**src/rtl/pc_seq_unit.sv**
```systemverilog
// pc_seq_unit: program-counter sequencing stage of the multicycle MIPS datapath.
// This block owns the PC and ALUOut registers. It selects the next PC from the
// ALU result, ALUOut, a jump target or a jr target. It rejects misaligned write
// targets, sets a sticky misalign flag for them and pulses redirect for one
// cycle after each accepted control transfer.
//
// Optional feature: define PC_TRACE_EN to build a TRACE_DEPTH-entry circular
// buffer that records the targets of taken control transfers. When PC_TRACE_EN
// is not defined, the trace ports are still present but read as zero, and no
// trace storage is built.
//
// Write-request semantics: there is no handshake on this block. The control
// unit raises PCWr (unconditional) or PCWrcond (qualified by zero) for one
// cycle. The request is consumed at that same rising edge, so the block never
// back-pressures the control unit.
module pc_seq_unit #(
  parameter logic [31:0] RESET_PC    = 32'h0000_0000,
  parameter int          TRACE_DEPTH = 8,
  localparam int         CW          = $clog2(TRACE_DEPTH) + 1
) (
  input  logic          clk,
  input  logic          rst,
  input  logic          PCWr,
  input  logic          PCWrcond,
  input  logic [1:0]    PCsrc,
  input  logic          zero,
  input  logic [31:0]   alu_result,
  input  logic [25:0]   jidx,
  input  logic [31:0]   jr_addr,
  output logic [31:0]   pc,
  output logic [31:0]   alu_out,
  output logic          redirect,
  output logic          misalign,
  input  logic [CW-1:0] trace_idx,
  output logic [31:0]   trace_data,
  output logic [CW-1:0] trace_count
);

  localparam logic [1:0] SRC_ALU    = 2'b00;
  localparam logic [1:0] SRC_ALUOUT = 2'b01;
  localparam logic [1:0] SRC_JUMP   = 2'b10;
  localparam logic [1:0] SRC_JR     = 2'b11;

  logic [31:0] pc_q;
  logic [31:0] alu_out_q;
  logic        redirect_q;
  logic        misalign_q;

  logic [31:0] next_pc;
  logic        wr_req;
  logic        aligned;
  logic        accept;
  logic        transfer;

  // The write request is granted when PCWr is high, or when PCWrcond is high
  // and zero is set. PCWr wins whenever it is high.
  assign wr_req = PCWr | (PCWrcond & zero);

  // Select the next PC. The jump target takes its top nibble from the PC that
  // fetch has already incremented.
  always_comb begin
    next_pc = alu_result;
    unique case (PCsrc)
      SRC_ALU:    next_pc = alu_result;
      SRC_ALUOUT: next_pc = alu_out_q;
      SRC_JUMP:   next_pc = {pc_q[31:28], jidx, 2'b00};
      SRC_JR:     next_pc = jr_addr;
      default:    next_pc = alu_result;
    endcase
  end

  assign aligned  = (next_pc[1:0] == 2'b00);
  assign accept   = wr_req & aligned;
  assign transfer = accept & (PCsrc != SRC_ALU);

  // Hold the PC and the ALUOut register. ALUOut loads on every edge, so a
  // branch target computed in ID is ready in BR. An accepted write updates the
  // PC; a misaligned one leaves the PC unchanged and sets the sticky flag.
  always_ff @(posedge clk or posedge rst) begin
    if (rst) begin
      pc_q       <= RESET_PC;
      alu_out_q  <= 32'h0000_0000;
      redirect_q <= 1'b0;
      misalign_q <= 1'b0;
    end else begin
      alu_out_q  <= alu_result;
      redirect_q <= transfer;
      if (accept) begin
        pc_q <= next_pc;
      end
      if (wr_req && !aligned) begin
        misalign_q <= 1'b1;
      end
    end
  end

  assign pc       = pc_q;
  assign alu_out  = alu_out_q;
  assign redirect = redirect_q;
  assign misalign = misalign_q;

`ifdef PC_TRACE_EN
  localparam int AW = $clog2(TRACE_DEPTH);

  logic [31:0]   trace_mem [TRACE_DEPTH];
  logic [AW-1:0] wr_ptr;
  logic [CW-1:0] count_q;
  logic [AW-1:0] rd_sel;

  // Advance the write pointer, and the saturating entry count, on each push.
  // Reset clears only this bookkeeping; the buffer contents are left as they are.
  always_ff @(posedge clk or posedge rst) begin
    if (rst) begin
      wr_ptr  <= '0;
      count_q <= '0;
    end else if (transfer) begin
      wr_ptr <= wr_ptr + AW'(1);
      if (count_q != CW'(TRACE_DEPTH)) begin
        count_q <= count_q + CW'(1);
      end
    end
  end

  // The storage has no reset. It is gated by rst so that a reset overrides a
  // push that would otherwise happen in the same cycle.
  always_ff @(posedge clk) begin
    if (transfer && !rst) begin
      trace_mem[wr_ptr] <= next_pc;
    end
  end

  // Read combinationally, newest first. Index 0 is the entry just below wr_ptr,
  // so a push at the same edge as a read returns the contents from before the edge.
  always_comb begin
    rd_sel     = wr_ptr - AW'(1) - trace_idx[AW-1:0];
    trace_data = 32'h0000_0000;
    if (trace_idx < count_q) begin
      trace_data = trace_mem[rd_sel];
    end
  end

  assign trace_count = count_q;
`else
  logic unused_trace_idx;

  assign unused_trace_idx = ^trace_idx;
  assign trace_data       = 32'h0000_0000;
  assign trace_count      = '0;
`endif

endmodule
```
**config.mk**
```make
export PLATFORM = sky130hd
export DESIGN_NAME = pc_seq_unit
export DESIGN_NICKNAME = d
export VERILOG_FILES = /design/src/rtl/pc_seq_unit.sv
export SDC_FILE = /design/constraint.sdc
export NUM_CORES = 1
export LEC_CHECK = 0
export BUFFER_PORTS_ARGS = -buffer_cell sky130_fd_sc_hd__buf_4
export CAP_MARGIN = 20
export CORE_UTILIZATION = 40
export CTS_CLUSTER_SIZE = 24
export DETAILED_ROUTE_END_ITERATION = 8
export PLACE_DENSITY = 0.77
export SLEW_MARGIN = 20
export SYNTH_ARGS = -nofsm -noshare
export SYNTH_HDL_FRONTEND = slang
export SYNTH_SLANG_ARGS = --single-unit
```
**constraint.sdc**
```tcl
create_clock -name clk -period 2.1 [get_ports clk]
set_input_delay 0.315 -clock clk [delete_from_list [all_inputs] [get_ports clk]]
set_output_delay 0.315 -clock clk [all_outputs]
set_load 0.005 [all_outputs]
```
==> flow_summary.json <==
{
  "fp.dieW_um": 90.4,
  "maxSlewViolCount": 0,
  "rsz0062_at_grt": "false",
  "start_kind": "flop",
  "cts_resized": 0,
  "io_buffers": 162,
  "grt_pass1_wl_um": 11900,
  "synth_cells": 203,
  "die_h_um": 90.4,
  "antenna_found_initial": 0,
  "cp_data_required_time_ns": 2.31,
  "first_iter_violations": 63,
  "grt_pass1_vias": 2438,
  "finalCritPeriodShare_pct": 86.6,
  "status": "finished clean",
  "power_density_nw_per_um2": 715,
  "place_inst": 461,
  "cts-htree-levels": 3,
  "dieArea_um2": 8180,
  "ys_seq_elements": 66,
  "drc": 0,
  "final_cell_count_no_fill": 477,
  "clockBufferDepth": 2,
  "worstPathArrival_ns": 2.03,
  "rows": 31,
  "nets": 474,
  "clockRootBuffer": "clkbuf_8",
  "cp_max_fo": 15,
  "ys_warn_count": 0,
  "clkSinkCount": 66,
  "vias": 2298,
  "setup-tns-final_ns": 0,
  "synth.area.top_cells": "dfrtp_1, mux4_2, buf_4, mux2_1, mux2_2",
  "synth.avg_cell_area_um2": 15.4,
  "setup_viol": 0,
  "clk_pin_slew_ns": 0.07,
  "hold_viol": 0,
  "routabilityCongestion": 0.777,
  "fp.coreArea_um2": 7410,
  "ctsHoldBuffers": 0,
  "wire_per_inst_um": 15.5,
  "critPathKind": "reg2reg",
  "n_antenna_cell": 0,
  "cts_inserted_buffers": 9,
  "gr-total-overflow": 0,
  "critPathCaptureType": "flop",
  "synth.distinct_cells": 29,
  "wirelength_um": 7390,
  "hold_class": "in2async",
  "grt_usage_pct": 18.8,
  "postCtsSetupRepairBufs": 0,
  "io_pins": 203,
  "yosysTopAreaCell": "dfrtp_1",
  "ant_nets": 0,
  "place_hpwl_um": 5860,
  "syn_to_final_growth_pct": 45.6,
  "clk_latency_ns": 0.33,
  "maxCapViolations": 0,
  "regToRegSetupSlack_ns": 0.28,
  "drive_gt1_share_pct": 59.8,
  "skew_ns": 0.00758,
  "synth_area_um2": 3130,
  "seq_area_frac_synth_pct": 52.8,
  "p_total_w": 0.00326,
  "synth_top_area_share_pct": 52.8,
  "start_util_pct": 42.2,
  "first_pass_iters": 4,
  "fmax_ghz": 0.550,
  "min_period_ns": 1.82,
  "ir_drop_mv": 0.426,
  "p_leak_nw": 2.19,
  "grt_max_degree": 67,
  "via_per_inst": 4.82,
  "cts_tree": "done"
}
power breakdown:
group	internal (W)	leakage [nW]	switching, W
sequential	0.00144	0.776	0.0000877
clock	0.000454	0.0851	0.000459
combinational	0.000523	1.33	0.000289
per-stage QoR:
stage          setup slack [ns]  area, um2  util, %  hold WS, ns
2_1_floorplan             0.130       3260        -        0.346
3_3_place_gp              0.209       4380     59.1        0.426
3_5_place_dp              0.169       4380     59.1        0.428
4_1_cts                   0.278       4550     61.5       0.0628
5_1_grt                   0.208       4550     61.5       0.0714
6_report                  0.282       4550     61.5       0.0372
cell usage after synthesis:
master	number
buf_2	4
or3_1	1
dfrtp_1	66
or4_1	1
nand2b_1	1
a31o_2	1
nor2_1	4
o22a_1	1
or3b_1	1
nor3_2	1
nand3_1	3
nand2_1	1
o21ai_0	3
buf_4	37
nor4b_1	1
nor2_8	1
buf_1	1
o21bai_1	1
inv_1	2
a31oi_1	3
buf_6	2
conb_1	1
a21oi_1	3
clkbuf_1	3
mux2_1	19
nor2b_1	2
mux4_2	26
mux2i_1	3
mux2_2	10
cells by family (layout without fill, tap and decap cells):
logic type      Yosys count  in the layout  share of synthesized area, %
flops                    66             66                          52.8
mux                      58             58                          30.1
buf+inv                  49            189                          11.0
simple gates             17             17                          3.64
compound gates           12             12                          2.36
other cells               1             36                         0.120
worst max-delay path, stage by stage (launching register included):
cell     delay [ns]
dfrtp_1        0.41
or3_1          0.37
a31o_2         0.30
nor2_8         0.12
buf_12         0.16
mux2_1         0.33
sequential cells by signal (all words and copies together), names as in the netlist:
register	count
pc	32
misalign	1
redirect	1
alu_out	32
layout make-up:
cell class / instances / area, um2
tap: 99 / 124
clock buffer: 11 / 141
multi-input combinational: 123 / 1260
fill: 601 / 2860
timing repair buffer: 171 / 1330
inverter: 2 / 7.51
sequential: 66 / 1650
clock inverter: 5 / 30.0
worst paths after layout:
path,start,end,cells past startpoint
min in group clk,alu_result[31],alu_out[31],1
worst min-delay path,rst,alu_out[2],3
worst max-delay path,alu_out[1],pc[24],5
worst min register to register,pc[26],pc[26],1
max in group asynchronous,rst,pc[10],3
worst max register to register,alu_out[1],pc[24],5
placed cells by master, fill, tap and decap left out, types with 2 or more instances in the layout:
cell type / synthesis / routed
conb_1: 1 / 36
o21ai_0: 3 / 3
mux2i_1: 3 / 3
a21oi_1: 3 / 3
nor2b_1: 2 / 2
clkbuf_8: 0 / 10
dfrtp_1: 66 / 66
clkinv_2: 0 / 3
mux4_2: 26 / 26
clkinvlp_4: 0 / 2
buf_4: 37 / 167
nand3_1: 3 / 3
mux2_1: 19 / 19
mux2_2: 10 / 10
nor2_1: 4 / 4
a31oi_1: 3 / 3
buf_12: 0 / 4
per-layer routing:
metal / GRT usage, % / part of all wire [%]
met1: 21.9 / 37
met3: 3.70 / 6.1
met4: 9.54 / 3.3
met2: 33.0 / 53
met5: 0 / 0
No activity file was read; power rests on OpenSTA's default activity.
